<file path="src/rtl/mux_sel_arbiter.sv">
// mux_sel_arbiter
// Two-requester round-robin arbiter that drives the select pin of a 2:1 mux.
// A source keeps the mux while it requests. It can hold it for at most
// HOLD_MAX consecutive cycles while the other source is also requesting.
// Optional feature macro: ARB_LOCK_EN. When defined, it adds the `lock`
// input, which suppresses forced rotation while it is high.
//
// Parameters:
//   HOLD_MAX  maximum consecutive grant cycles under contention (2..255)
// Ports:
//   clk    in   rising-edge clock
//   rst_n  in   asynchronous active-low reset
//   req    in   [1:0] level-sensitive requests, req[i] for source i
//   lock   in   (ARB_LOCK_EN only) holds the current owner under contention
//   gnt    out  [1:0] one-hot grant, registered, 00 when idle
//   sel    out  mux select, registered, index of current or most recent owner
//   busy   out  registered |gnt
module mux_sel_arbiter #(
  parameter int HOLD_MAX = 4
) (
  input  logic       clk,
  input  logic       rst_n,
  input  logic [1:0] req,
`ifdef ARB_LOCK_EN
  input  logic       lock,
`endif
  output logic [1:0] gnt,
  output logic       sel,
  output logic       busy
);

  localparam int CNT_W = $clog2(HOLD_MAX);
  localparam logic [CNT_W-1:0] HOLD_LAST = CNT_W'(HOLD_MAX - 1);

  typedef enum logic [1:0] {
    ST_IDLE = 2'd0,
    ST_OWN0 = 2'd1,
    ST_OWN1 = 2'd2
  } state_t;

  state_t           state_r;
  state_t           next_state_s;
  state_t           other_s;
  logic [CNT_W-1:0] hold_cnt_r;
  logic [CNT_W-1:0] next_cnt_s;
  logic             last_r;
  logic             own_req_s;
  logic             oth_req_s;
  logic             at_limit_s;
  logic             rot_en_s;

  // Request and state views used by both owner states
  assign own_req_s  = (state_r == ST_OWN1) ? req[1] : req[0];
  assign oth_req_s  = (state_r == ST_OWN1) ? req[0] : req[1];
  assign other_s    = (state_r == ST_OWN1) ? ST_OWN0 : ST_OWN1;
  assign at_limit_s = (hold_cnt_r == HOLD_LAST);

`ifdef ARB_LOCK_EN
  assign rot_en_s = ~lock;
`else
  assign rot_en_s = 1'b1;
`endif

  // Next-state and hold counter decision
  always_comb begin
    next_state_s = state_r;
    next_cnt_s   = {CNT_W{1'b0}};
    case (state_r)
      ST_IDLE: begin
        if (req == 2'b01) begin
          next_state_s = ST_OWN0;
        end else if (req == 2'b10) begin
          next_state_s = ST_OWN1;
        end else if (req == 2'b11) begin
          // A tie goes to the source that did not own the mux last
          next_state_s = last_r ? ST_OWN0 : ST_OWN1;
        end else begin
          next_state_s = ST_IDLE;
        end
      end
      ST_OWN0, ST_OWN1: begin
        if (!own_req_s) begin
          // Release; hand over directly when the other side is waiting
          next_state_s = oth_req_s ? other_s : ST_IDLE;
        end else if (oth_req_s && rot_en_s && at_limit_s) begin
          next_state_s = other_s;
        end else begin
          // Keep ownership; the counter saturates so that a late
          // request from the other side rotates on the following edge
          next_state_s = state_r;
          next_cnt_s   = at_limit_s ? hold_cnt_r : (hold_cnt_r + CNT_W'(1));
        end
      end
      default: begin
        next_state_s = ST_IDLE;
      end
    endcase
  end

  // State, counter, priority pointer and registered outputs
  always_ff @(posedge clk or negedge rst_n) begin
    if (!rst_n) begin
      state_r    <= ST_IDLE;
      hold_cnt_r <= {CNT_W{1'b0}};
      last_r     <= 1'b1;
      gnt        <= 2'b00;
      sel        <= 1'b0;
      busy       <= 1'b0;
    end else begin
      state_r    <= next_state_s;
      hold_cnt_r <= next_cnt_s;
      case (next_state_s)
        ST_OWN0: begin
          gnt    <= 2'b01;
          sel    <= 1'b0;
          last_r <= 1'b0;
          busy   <= 1'b1;
        end
        ST_OWN1: begin
          gnt    <= 2'b10;
          sel    <= 1'b1;
          last_r <= 1'b1;
          busy   <= 1'b1;
        end
        default: begin
          // sel and last_r keep the most recent owner so the mux holds steady
          gnt  <= 2'b00;
          busy <= 1'b0;
        end
      endcase
    end
  end

endmodule

</file>
<file path="config.mk">
export PLATFORM = sky130hd
export DESIGN_NAME = mux_sel_arbiter
export DESIGN_NICKNAME = d
export VERILOG_FILES = /design/src/rtl/mux_sel_arbiter.sv
export SDC_FILE = /design/constraint.sdc
export NUM_CORES = 1
export LEC_CHECK = 0
export CAP_MARGIN = 20
export CELL_PAD_IN_SITES_DETAIL_PLACEMENT = 1
export CELL_PAD_IN_SITES_GLOBAL_PLACEMENT = 1
export CORE_MARGIN = 3
export CORE_UTILIZATION = 41
export DETAILED_ROUTE_END_ITERATION = 8
export GPL_ROUTABILITY_DRIVEN = 0
export MAX_ROUTING_LAYER = met4
export PLACE_DENSITY = 0.79
export SLEW_MARGIN = 25
export SYNTH_ARGS = -nofsm -noshare
export SYNTH_HDL_FRONTEND = slang
export SYNTH_SLANG_ARGS = --single-unit
</file>
<file path="constraint.sdc">
create_clock -name clk -period 3.72 [get_ports clk]
set_input_delay 0.744 -clock clk [delete_from_list [all_inputs] [get_ports clk]]
set_output_delay 0.744 -clock clk [all_outputs]
set_load 0.01 [all_outputs]
</file>
# Word-level counts from Yosys, hierarchy flattened
# Cells that the tools add are included.
# W data, S select, Z words.
[classes]
eq_ne = 9
mux = 18
add_sub_neg = 1
n_reduce_logical = 5
[ops]
columns = ["cell", "n"]
rows = [
  ["$mux W2", 12],
  ["$eq A2 B2 Y1 const B", 5],
  ["$pmux W2 S2", 2],
  ["$eq A2 B1 Y1 const B", 3],
  ["$ne A4 B4 Y1 const B", 1],
  ["$reduce_or A2 Y1", 2],
  ["$mux W1", 3],
  ["$add A2 B1 Y2 const B", 1],
  ["$logic_not A2 Y1", 1],
  ["$pmux W1 S2", 1],
  ["$reduce_bool A2 Y1", 1],
  ["$logic_and A1 B1 Y1", 1],
]
[totals]
ff_bits = 9
wordCells = 39
inputBits = 4

# Logic depth before layout (Yosys ltp)
# Gate-level depths: netlist (run 1).
[depth]
depth_word = 9
mapped_depth = 10

# Worst setup path after synthesis (run 1)
# OpenSTA, ideal clock, no wires.
[synth_timing]
path_kind = "input-to-reg"
start = "in req[0]"
end = "reg sel"
path_buffers = 1
t_required_ps = 3655
setup_time_ps = 65
t_arrival_ps = 1965
cell_stages = 9
path_slack_ps = 1690
path_cell_list = "buf_6 > nor2b_4 > a32o_1 > and3_1 > a31oi_1 > ha_1 > inv_1 > nand2_1 > nand2_1"
[synth_via]
elab_chain_len = 7
[synth_lines]
columns = ["element", "line_no", "source"]
rows = [
  ["start, declared", "23", "input logic [1:0] req,"],
  ["$eq A2 B2 Y1 / $mux W1 (equally long branches)", "74, 54", ""],
  ["$mux W2 / $logic_and A1 B1 Y1 (equally long branches)", "74, 85", ""],
  ["$mux W2 (on tied branches)", "72, 85", ""],
  ["$mux W2 (on tied branches)", "70, 82", ""],
  ["$pmux W2 S2 (*)", "68", "case (state_r)"],
  ["$eq A2 B2 Y1 / $eq A2 B1 Y1 (equally long branches)", "112", "case (next_state_s)"],
  ["$pmux W1 S2 / $reduce_bool A2 Y1 (equally long branches)", "-", ""],
  ["end signal, assigned", "107", "sel <= 1'b0;"],
  ["end signal, assigned", "115", "sel <= 1'b0;"],
  ["end signal, assigned", "121", "sel <= 1'b1;"],
  ["end, declared", "28", "output logic sel,"],
]
# Mark *: on every way between the ends. The rest lies on a longest branch, timed or not.
# A chain may end at the register's enable or synchronous reset.

# Worst setup path in the final report (run 1)
[layout_timing]
start = "in req[0]"
end = "reg sel"
[layout_via]
elab_chain_len = 7
[layout_lines]
columns = ["element", "line_no", "source"]
rows = [
  ["$eq A2 B2 Y1 / $mux W1 (equally long branches)", "74, 54", ""],
  ["$mux W2 / $logic_and A1 B1 Y1 (equally long branches)", "74, 85", ""],
  ["$mux W2 (on tied branches)", "72, 85", ""],
  ["$mux W2 (on tied branches)", "70, 82", ""],
  ["$pmux W2 S2 (*)", "68", ""],
  ["net next_state_s[1]", "42", "state_t next_state_s;"],
  ["$eq A2 B2 Y1 / $eq A2 B1 Y1 (equally long branches)", "112", ""],
  ["$pmux W1 S2 / $reduce_bool A2 Y1 (equally long branches)", "-", ""],
]
# Mark *: on every way through the listed nets, which the timed path passes. The rest lies on a longest branch.

==> results.md, run 1 <==
- Fin crit period: 2.440 ns
- 1st-pass router iterations: 2
- Total global routing overflow: 0
- Final setup vio count: 0
- Mapped Area: 546.8 sq um
- Initial antenna violation count: 0
- Initial Util: 46.69%
- Port bufs: 7
- Result of the run: completed
- Remaining DRCs: 0
- Average size of a mapped cell: 9.764 sq um
- Fin. Hold Viols: 0
- Clock root cell: clkbuf_4
- Critical path data required time: 3.92 ns
- Routed Antenna Nets: 0
- CP endpoint kind: flip-flop
- Post-Synth Adder-Cell Area: 13.73%
- Hold path depth: 2
- # rows: 12
- Clock buffer depth: 2
- Simple-gate portion of the synthesized area: 17.85%
- GRT Total Usage: 16.38%
- Number of hold buffers added after cts: 0
- RSZ-0062 raised after global routing: false
- Worst-path clk slew: 0.06 ns
- Worst-Skew Late Latency: 0.26 ns
- Crit Path Category: in2reg
- Seq/Total Area, Yosys: 41.42%
- Largest area contributor in the netlist: dfrtp_1
- First-pass GRT wire length: 2090 um
- Slew Limit Headroom: 71.59%
- Setup TNS: 0 ns
- Worst Path Max Fanout: 9
- Number of buffers created by CTS: 3
- Post-CTS Setup Repair Bufs: 0
- Top Ports: 8
- Total number of vias: 445
- Crit share post-route: 65.60%
- Pwr dens: 786.6 nW/um^2
- Post-synth EDFFs: 0
- HP Class: reg2reg
- Leak pwr: 0.3095 nW
- Worst path arrival time: 2.64 ns
- First-iteration detailed-routing DRC count: 8
- Largest family of logic cells by synthesized area: simple AND/OR/NAND/NOR gates
- Post-Route Skew: 0.002087 ns
- Post-cts gate resize count: 0
- Async S/R FF share, synth: 100.0%
- Synthesized Nets: 66
- Largest net degree at the start of global routing: 10
- Most common cell in the netlist: nand2_1
- Die ar.: 1808 sq um
- Layout Nets: 77
- CTS sink cnt: 9
- Ant. Diodes: 0
- Die height: 42.52 um
- DP Wirelength: 940.8 um
- Post-DR vias/cell: 5.563
- Ys Warns: 0
- Post-layout util: 55.45%
- FF-to-FF path depth: 10
- Routed len/inst: 14.61 um
- Cell count after synthesis: 56
- Xor/xnor share of the synthesized area: 0%
- Die width: 42.52 um
- Layout cells sized above 1: 10.61%
- Slew @ Worst Pin: 0.4248 ns
- Yosys reg bits: 9
- Worst slack, placed: 0.9909 ns
- Critical Path Start Type: input pin
- Largest cells by area after synthesis: dfrtp_1, ha_1, nand2_1
- Top cell type's share of synthesized area: 36.61%
- Final WS setup: 1.280 ns
- Yosys cell types: 25
- CTS tree: done
- Primary FF master, synth: dfrtp_1
- VDD IR-drop max: 0.3751 mV
- Vias in the first global route: 457
- Mux contribution to synthesized area: 3.890%
- Core box area: 1171 sq um
- Final Max Slew Viols: 0
- H-tree levels: 1
- Area Growth Syn to Fin: 18.76%
- Final WL: 1169 um
- Achievable Freq: 409.8 MHz
- Synth cell count leaders: nand2_1, dfrtp_1, ha_1
- Max-cap violation count: 0
- Post-synthesis compound-gate area fraction: 17.62%
power by group:
| group | switching (W) | leakage [nW] | internal [W] |
|---|---|---|---|
| sequential | 0.0000249 | 0.116 | 0.000140 |
| clock | 0.0000334 | 0.0150 | 0.0000413 |
| combinational | 0.000144 | 0.179 | 0.000128 |
| total | 0.000202 | 0.309 | 0.000309 |
metrics by stage:
stage | instance area [sq um] | std cells | hold slack [ns] | total power, W
after floorplan | 546.8 | 56 | 0.4484 | 0.0003450
after global placement | 623.1 | 76 | 0.4826 | 0.0004247
after detailed placement | 623.1 | 76 | 0.4803 | 0.0004398
after CTS | 649.4 | 80 | 0.4936 | 0.0005170
after global routing | 649.4 | 80 | 0.5080 | 0.0005624
final | 649.4 | 80 | 0.4900 | 0.0005108
flip-flops by register name, summed over array words and instances (netlist names):
name	cells
state_r	2
hold_cnt_r	2
sel	1
gnt	2
busy	1
last_r	1
routing by layer:
| metal | GRT usage (%) | vias up | routed length [um] |
|---|---|---|---|
| li1 | - | 216 | - |
| met1 | 18.59 | 220 | 530 |
| met3 | 6.438 | 2 | 39 |
| met2 | 26.14 | 7 | 588 |
| met4 | 5.590 | 0 | 10 |
| met5 | - | - | 0 |
cells in the final DEF (no fill, tap or decap), types with 2 or more instances in the layout:
cell / Yosys / layout
o21ai_0: 3 / 3
a31oi_1: 2 / 2
nand3_1: 2 / 2
clkdlybuf4s50_1: 0 / 7
nor2_1: 2 / 2
ha_1: 6 / 6
clkbuf_4: 0 / 3
dfrtp_1: 8 / 8
a21oi_1: 3 / 3
inv_1: 5 / 5
nand2_1: 9 / 9
worst paths after layout:
kind,slack [ns],to,startpoint
hold / removal,0.49,sel$_DFFE_PN0P_,sel$_DFFE_PN0P_
hold reg to reg,0.49,sel$_DFFE_PN0P_,sel$_DFFE_PN0P_
max in group asynchronous,2.61,last_r$_DFFE_PN1P_,rst_n
setup reg to reg,1.63,sel$_DFFE_PN0P_,state_r[0]$_DFF_PN0_
min in group asynchronous,0.79,state_r[1]$_DFF_PN0_,rst_n
setup / recovery,1.28,sel$_DFFE_PN0P_,req[0]
area by class of cell:
| class | count | area (sq um) |
|---|---|---|
| Multi-Input combinational cell | 41 | 290.3 |
| Fill cell | 148 | 521.8 |
| Sequential cell | 9 | 226.5 |
| Tap cell | 14 | 17.52 |
| Clock buffer | 4 | 26.28 |
| Timing Repair Buffer | 7 | 70.07 |
| Inverter | 5 | 18.77 |
worst max-delay path: stages:
cell	delay, ns
clkdlybuf4s50_1	0.65
nor2b_4	0.24
nand2_1	0.08
a311oi_1	0.35
ha_1	0.32
inv_1	0.09
nand2_1	0.08
nand2_1	0.07
kinds of logic (layout without fill, tap and decap cells):
group,Yosys count,after routing
muxes,2,2
and+or+nand+nor,19,19
adders and majority gates,6,6
AOI/OAI and AO/OA,14,14
buffers and inverters,6,16
DFF,9,9
Power figures use the tool's default switching activity.
==> run 2, diff against run 1 <==
CORE_UTILIZATION = 35   (was 41)
PLACE_DENSITY = 0.72   (was 0.79)
clock period = 2.2 ns   (was 3.72 ns; I/O delays follow)
==> run 2 against run 1 <==
Hold slack worse by 0.022 ns. Sequential share of layout area is 2.4 points lower. Register-to-register slack worse by 1.4 ns. Setup slack worse by 1.1 ns. Clock power is 66% higher. Cell count is 7.5% higher. Combinational power is 83% higher. Die area is 15% higher. Via count is 1.6% higher. Global-route usage is 3.2 points lower. Non-clock buffer count is 5 higher. Largest power group unchanged. Highest routed layer is now met3.
==> results.md, run 2 (synthesis gave the netlist of run 1 again) <==
- Result of the run: completed
- Area Growth Syn to Fin: 27.46%
- First-pass GRT wire length: 1828 um
- Post-CTS Setup Repair Bufs: 0
- Remaining DRCs: 0
- Commonest non-fill, non-tap cell in the layout: nand2_1
- CTS tree: done
- Pwr dens: 1285 nW/um^2
- P_sw: 0.0003420 W
- Worst Path Max Fanout: 7
- FF-to-FF path depth: 9
- GRT Total Usage: 13.22%
- Worst slack, placed: -0.1457 ns
- Crit share post-route: 92.26%
- Die ar.: 2073 sq um
- Initial Util: 39.55%
- HP Class: in2async
- Worst-path clk slew: 0.06 ns
- Layout Nets: 82
- CTS sink cnt: 9
- Ant. Diodes: 0
- Sw frac: 38.20%
- Final WS setup: 0.1703 ns
- Worst path arrival time: 2.23 ns
- Slew Limit Headroom: 74.00%
- Final Max Slew Viols: 0
- Biggest regs: gnt x2, hold_cnt_r x2, state_r x2
- Number of buffers created by CTS: 3
- Leak pwr: 0.3343 nW
- Sequential Power Share: 30.5%
- Die width: 45.53 um
- Fin crit period: 2.030 ns
- Peak per-stage delay on the critical path: 0.50 ns
- Achievable Freq: 492.7 MHz
- Routed len/inst: 13.07 um
- Critical path data required time: 2.40 ns
- Worst-Skew Late Latency: 0.26 ns
- Largest net degree at the start of global routing: 10
- Crit Path Category: in2reg
- Clock buffer depth: 2
- Max-cap violation count: 0
- Clock Power Share: 13.8%
- Top cell by count, worst path: nand2_1
- Core box area: 1383 sq um
- H-tree levels: 1
- Design area: 696.9 sq um
- Crit-path cells: clkdlybuf4s50_1 > buf_4 > nand2_1 > a31oi_1 > a311oi_2 > ha_1 > inv_1 > nand2_1 > nand2_1
- VDD IR-drop max: 0.7850 mV
- DP Wirelength: 910.9 um
- Port bufs: 7
- Placed Area: 661.9 sq um
- Most frequent cells in the layout: nand2_1, dfrtp_1, clkdlybuf4s50_1
- Number of hold buffers added after cts: 0
- Post-Route Skew: 0.001951 ns
- Reg2reg end: last_r$_DFFE_PN1P_
- Top Ports: 8
- Routed Antenna Nets: 0
- Power Total: 0.0008954 W
- Int Power: 0.0005534 W
- Final setup vio count: 0
- Vias in the first global route: 425
- Die height: 45.53 um
- Comb power frac: 55.7%
- Layout cells sized above 1: 19.72%
- Initial antenna violation count: 0
- # rows: 13
- Post-DR vias/cell: 5.256
- Worst reg2reg path startpoint: hold_cnt_r[0]$_DFFE_PN0P_
- 1st-pass router iterations: 2
- Slowest cell on crit path: clkdlybuf4s50_1
- Total number of vias: 452
- Total global routing overflow: 0
- RSZ-0062 raised after global routing: false
- Final WL: 1124 um
- Setup slack, reg-to-reg: 0.20 ns
- Fin. Hold Viols: 0
- CP endpoint kind: flip-flop
- Slew @ Worst Pin: 0.3888 ns
- Clock root cell: clkbuf_4
- Critical Path Start Type: input pin
- First-iteration detailed-routing DRC count: 5
[run 2: worst max-delay path by stage]
stage / endpoint / slack [ns] / startpoint / cells after the start
after floorplan: sel$_DFFE_PN0P_ / 0.33 / state_r[0]$_DFF_PN0_ / 10
after global placement: last_r$_DFFE_PN1P_ / -0.14 / req[0] / 8
after detailed placement: last_r$_DFFE_PN1P_ / -0.15 / req[0] / 8
after CTS: last_r$_DFFE_PN1P_ / 0.08 / state_r[0]$_DFF_PN0_ / 9
after global routing: sel$_DFFE_PN0P_ / 0.03 / req[0] / 9
final: last_r$_DFFE_PN1P_ / 0.17 / req[0] / 9
[run 2: area by class of cell]
type,count,area (sq um)
tap,15,18.77
timing repair buffer,12,107.6
clock buffer,4,26.28
sequential,9,226.5
fill,158,685.7
inverter,5,18.77
multi-input combinational,41,299.0
[run 2: repair_timing]
item                       in CTS  in global routing
setup endpoints to repair       0                  2
hold endpoints to repair        0                  0
gates resized for setup         0                  2
[run 2: power by group through the flow]
stage	registers, W	clock network [W]	logic, W
CTS	0.000275	0.000132	0.000488
detailed placement	0.000278	0	0.000486
floorplan	0.000285	0	0.000299
global placement	0.000275	0	0.000473
global route	0.000281	0.000138	0.000561
finish	0.000273	0.000124	0.000499
[run 2: per-layer routing]
layer | global-route usage [%] | vias to the layer above | part of all wire (%) | wire length (um)
met5 | - | - | 0 | 0
met4 | 3.509 | 0 | 0 | 0
met3 | 7.115 | 0 | 4.0 | 45
met2 | 20.06 | 6 | 52 | 584
met1 | 15.05 | 222 | 44 | 493
li1 | - | 224 | - | -
[run 2: critical path: cells and delay by family]
| family | cells | cell delay, ns |
|---|---|---|
| AOI/OAI and AO/OA | 2 | 0.46 |
| adders and majority gates | 1 | 0.32 |
| buffers and inverters | 3 | 0.77 |
| and+or+nand+nor | 3 | 0.22 |
[run 2: per-stage QoR]
stage | hold WS, ns | util, % | std cells | setup TNS (ns)
2_1_floorplan | 0.1444 | - | 56 | 0
3_3_place_gp | 0.4620 | 47.87 | 82 | -0.3036
3_5_place_dp | 0.4738 | 47.87 | 82 | -0.3055
4_1_cts | 0.4648 | 49.77 | 86 | 0
5_1_grt | 0.4836 | 50.41 | 86 | 0
6_report | 0.4679 | 50.41 | 86 | 0
==> run 3, diff against run 2 <==
CORE_ASPECT_RATIO = 0.9   (was default)
==> run 3 against run 2 <==
First-iteration DRC count fell by 20%. Final area is 2.9% higher. Clock-buffer cell count unchanged. Total power is 3.5% higher. Critical path type unchanged. Critical endpoint is now sel$_DFFE_PN0P_. Highest routed layer unchanged.
==> results.md, run 3 (synthesis gave the netlist of run 1 again) <==
- Number of buffers created by CTS: 3
- Layout Nets: 85
- Result of the run: completed
- Final setup vio count: 0
- Int Power: 0.0005736 W
- Core box area: 1351 sq um
- Filler cells: 170
- Met2 usage: 25.13%
- First-pass GRT wire length: 2180 um
- Leak pwr: 0.3534 nW
- RSZ-0062 raised after global routing: false
- Reg area: 226.5 sq um
- Sw frac: 38.09%
- Comb power frac: 57.3%
- Post-layout util: 53.06%
- Fin crit period: 2.049 ns
- Final Max Slew Viols: 0
- Final WL: 1251 um
- Peak per-stage delay on the critical path: 0.49 ns
- Crit-path cells: clkdlybuf4s50_1 > and2_1 > a32o_1 > and3_1 > a31oi_1 > ha_1 > inv_1 > nand2_1 > nand2_1
- Total number of vias: 465
- Die height: 43.50 um
- Initial Util: 40.46%
- DP Wirelength: 1035 um
- # rows: 12
- CTS tree: done
- Placed Area: 675.6 sq um
- Die width: 47.66 um
- Total global routing overflow: 0
- Post-DR vias/cell: 5.284
- Most frequent cells in the layout: nand2_1, dfrtp_1, buf_4
- HP Class: in2async
- Ant. Diodes: 0
- CP endpoint kind: flip-flop
- Family with the most delay on the worst path: buffers and inverters
- Remaining DRCs: 0
- Critical path data required time: 2.39 ns
- Commonest non-fill, non-tap cell in the layout: nand2_1
- Worst-Skew Late Latency: 0.25 ns
- Met1 Track Usage GR: 17.26%
- Critical Path Start Type: input pin
- Post-Route Skew: 0.003203 ns
- Layout cells sized above 1: 22.97%
- Routed Antenna Nets: 0
- Area Growth Syn to Fin: 31.12%
- CTS sink cnt: 9
- Pwr dens: 1292 nW/um^2
- Slew Limit Headroom: 74.21%
- Worst path arrival time: 2.24 ns
- CP Buf/Inv Count: 2
- Multi-input combinational cell area: 295.3 sq um
- P_sw: 0.0003530 W
- Routed len/inst: 14.22 um
- GRT met3 Usage: 7.884%
- Largest net degree at the start of global routing: 10
- Number of hold buffers added after cts: 0
- Busiest layer in global routing: met2
- Port bufs: 7
- H-tree levels: 1
- Clock root cell: clkbuf_4
- Crit Path Category: in2reg
- Sequential Power Share: 29.6%
- GRT Total Usage: 15.82%
- Clock buffer depth: 2
- Vias in the first global route: 506
- Slew @ Worst Pin: 0.3857 ns
- Crit share post-route: 93.15%
- Clock Power Share: 13.1%
- 1st-pass router iterations: 3
- Design area: 716.9 sq um
- Fin. Hold Viols: 0
- Max-cap violation count: 0
- Top cell by count, worst path: nand2_1
- Slowest cell on crit path: clkdlybuf4s50_1
- Worst reg2reg path startpoint: state_r[0]$_DFF_PN0_
- Initial antenna violation count: 0
- Biggest regs: gnt x2, hold_cnt_r x2, state_r x2
- Worst-path clk slew: 0.06 ns
- CP Launch Point: req[1]
- Top Ports: 8
- Worst Path Max Fanout: 5
- Achievable Freq: 488.0 MHz
- VDD IR-drop max: 0.6558 mV
- Die ar.: 2073 sq um
- Setup slack, reg-to-reg: 0.18 ns
- First-iteration detailed-routing DRC count: 4
- Placed insts: 83
- Fin cells: 88
run 3: path summary, 6_finish.rpt:
check / end / cells past startpoint
max: sel$_DFFE_PN0P_ / 9
min: hold_cnt_r[0]$_DFFE_PN0P_ / 1
max reg2reg: sel$_DFFE_PN0P_ / 10
min reg2reg: last_r$_DFFE_PN1P_ / 2
max in group asynchronous: last_r$_DFFE_PN1P_ / 1
min in group clk: last_r$_DFFE_PN1P_ / 2
run 3: routing by layer:
layer | share of wire (%) | vias to the layer above
met5 | 0 | -
met2 | 52 | 7
met3 | 2.4 | 0
met4 | 0 | 0
li1 | - | 233
met1 | 46 | 225
run 3: cell type report:
cell class	instances	share of cell area, %
multi-input combinational	41	41.19
inverter	5	2.618
sequential	9	31.59
clock buffer	4	3.665
tap	14	2.443
timing repair buffer	15	18.50
run 3: power groups by stage:
| stage | clock network, W | logic (W) | registers, W |
|---|---|---|---|
| finish | 0.000121 | 0.000531 | 0.000274 |
| global route | 0.000138 | 0.000608 | 0.000281 |
| CTS | 0.000127 | 0.000516 | 0.000279 |
| detailed placement | 0 | 0.000512 | 0.000281 |
| global placement | 0 | 0.000495 | 0.000279 |
| floorplan | 0 | 0.000299 | 0.000285 |
run 3: repair_timing:
item                                   in CTS  in global routing
buffers inserted                            0                  1
endpoints found under the hold margin       0                  0
setup endpoints to repair                   0                  3
resized for setup                           0                  3
run 3: metrics by stage:
stage	power (W)	setup WS, ns	TNS, ns	hold WS, ns
5_1_grt	0.001028	0.02186	0	0.4851
2_1_floorplan	0.0005834	0.3333	0	0.1444
3_3_place_gp	0.0007741	-0.06757	-0.1500	0.4738
3_5_place_dp	0.0007925	-0.1536	-0.4151	0.4786
6_report	0.0009265	0.1508	0	0.4719
4_1_cts	0.0009220	0.05828	0	0.4786
run 3: worst register-to-register path, stage by stage (launching register included):
cell and delay, ns:
dfrtp_1 0.40, inv_1 0.10, ha_2 0.26, nor2b_4 0.06
a32o_1 0.26, and3_1 0.19, a31oi_1 0.19, ha_1 0.29
inv_1 0.08, nand2_1 0.07, nand2_1 0.07
==> variant: new RTL, flow settings as in run 3 <==
Build with the macro `ARB_LOCK_EN` defined.
--- a/src/rtl/mux_sel_arbiter.sv
+++ b/src/rtl/mux_sel_arbiter.sv
@@ -17,2 +17,4 @@
 //   busy   out  registered |gnt
+`define ARB_LOCK_EN
+
 module mux_sel_arbiter #(
Interface: changed (added lock); port bits go from 8 to 9. No check against the original RTL was run, so the function may have changed too.
==> variant against run 3 <==
- design area up 0.17%
- worst setup slack better by 0.037 ns
- synthesized area up 3.9%
- final cell count up 5.7%
- combinational power down 6.8%
- wire length up 4.5%
- register-to-register slack better by 0.04 ns
- power down 3.2%
- sequential cell count unchanged
- hold slack better by 0.0083 ns
- synthesized cell count up 5.4%
- die area up 3.4%
- global-route usage down 0.53 points
- highest routed layer is now met4
==> variant: results <==
export IMPL_status="finished clean"
export IMPL_ys_top_cells_by_area="dfrtp_1 (35%), ha_1 (13%), nand2_1 (6.6%)"
export IMPL_cts_setup_buffers=0
export IMPL_path_max_fanout=8
export IMPL_finalNonFillerCells=93
export IMPL_p_leak_nw=0.340
export IMPL_grt_max_degree=10
export IMPL_vdd_ir_drop_max_mv=0.512
export IMPL_synth_nets=70
export IMPL_grt_pass1_wl_um=2390
export IMPL_cts_path_max_buffers=2
export IMPL_crit_arrival_ns=2.16
export IMPL_ys_types=26
export IMPL_r2r_end="sel"
export IMPL_holdCritPathClass="in -> async"
export IMPL_post_drt_via_cell_ratio=5.03
export IMPL_seq_area_frac_synth=0.399
export IMPL_antenna_found_initial=0
export IMPL_io_buffer_count=8
export IMPL_swShare=0.400
export IMPL_dp_slack_ns=-0.111
export IMPL_clockRootBuffer="clkbuf_4"
export IMPL_clock_skew_ns=0.00667
export IMPL_first_pass_iters=3
export IMPL_cp_slowest_cell="clkdlybuf4s50_1"
export IMPL_totalWireLength_um=1310
export IMPL_avgSynthCellArea_um2=9.63
export IMPL_grtUsageTotal=0.153
export IMPL_whs_ns=0.480
export IMPL_place_hpwl_um=1060
export IMPL_diodes=0
export IMPL_grt_pass1_vias=529
export IMPL_synth_common_cells="nand2_1 (10), dfrtp_1 (8), ha_1 (6), inv_1 (4)"
export IMPL_numCtsBuffers=3
export IMPL_synth_main_ff_cell="dfrtp_1"
export IMPL_fin_tns_setup_ns=0
export IMPL_critPathLaunch="req[1]"
export IMPL_fillers=179
export IMPL_drive_gt1_frac=0.183
export IMPL_cts_resized=0
export IMPL_dpl_cell_count=89
export IMPL_reg_top3="gnt: 2 flops, hold_cnt_r: 2 flops, state_r: 2 flops"
export IMPL_postPlaceCellArea_um2=674
export IMPL_clk_latency_ns=0.26
export IMPL_nNetsFinal=83
export IMPL_drt_iter0_drc=1
export IMPL_rr_worst_depth=9
export IMPL_worstReg2RegStart="state_r[0]"
export IMPL_r2r_slack_ns=0.22
export IMPL_crit_path_max_incr_delay_ns=0.63
export IMPL_tightest_slew_ns=0.418
export IMPL_cts_max_level=1
variant: per-layer routing:
layer  routed length, um  track usage  up-vias
li1                    -            -      230
met1                 651        0.180      226
met2                 605        0.255        8
met3                  27       0.0236        4
met4                  23       0.0852        0
met5                   0            -        -
variant: cell type report:
class / count / area (um2) / area share
Clock buffer: 4 / 26.3 / 0.0366
Tap cell: 22 / 27.5 / 0.0383
Multi-Input combinational cell: 43 / 318 / 0.443
Inverter: 4 / 15.0 / 0.0209
Timing Repair Buffer: 11 / 105 / 0.146
Sequential cell: 9 / 226 / 0.315
variant: worst max-delay path by stage:
stage | to | depth (start not counted) | slack, ns
final | sel | 8 | 0.19
after global routing | sel | 8 | 0.03
after global placement | last_r | 8 | -0.04
after CTS | sel | 9 | 0.11
after detailed placement | sel | 8 | -0.11
after floorplan | sel | 10 | 0.40
variant: cells by family (layout without fill, tap and decap cells):
family	Yosys count	after routing	share of synthesized area
multiplexers	3	3	0.0551
AO/OA/AOI/OAI	14	14	0.165
flip-flops	9	9	0.399
buffers and inverters	7	19	0.0683
adder cells (fa/ha/maj)	6	6	0.132
AND/OR/NAND/NOR	20	20	0.181
variant: power by group through the flow:
stage               sequential [mW]  combinational, mW  clock, mW
finish                        0.276              0.495      0.125
global placement              0.278              0.452          0
floorplan                     0.284              0.315          0
detailed placement            0.279              0.481          0
CTS                           0.277              0.485      0.128
global route                  0.285              0.565      0.136
variant: worst max-delay path: cells and delay by family:
family | cells | cell delay (ns)
and+or+nand+nor | 2 | 0.12
buffers and inverters | 2 | 0.69
adders and majority gates | 1 | 0.35
AOI/OAI and AO/OA | 3 | 0.55
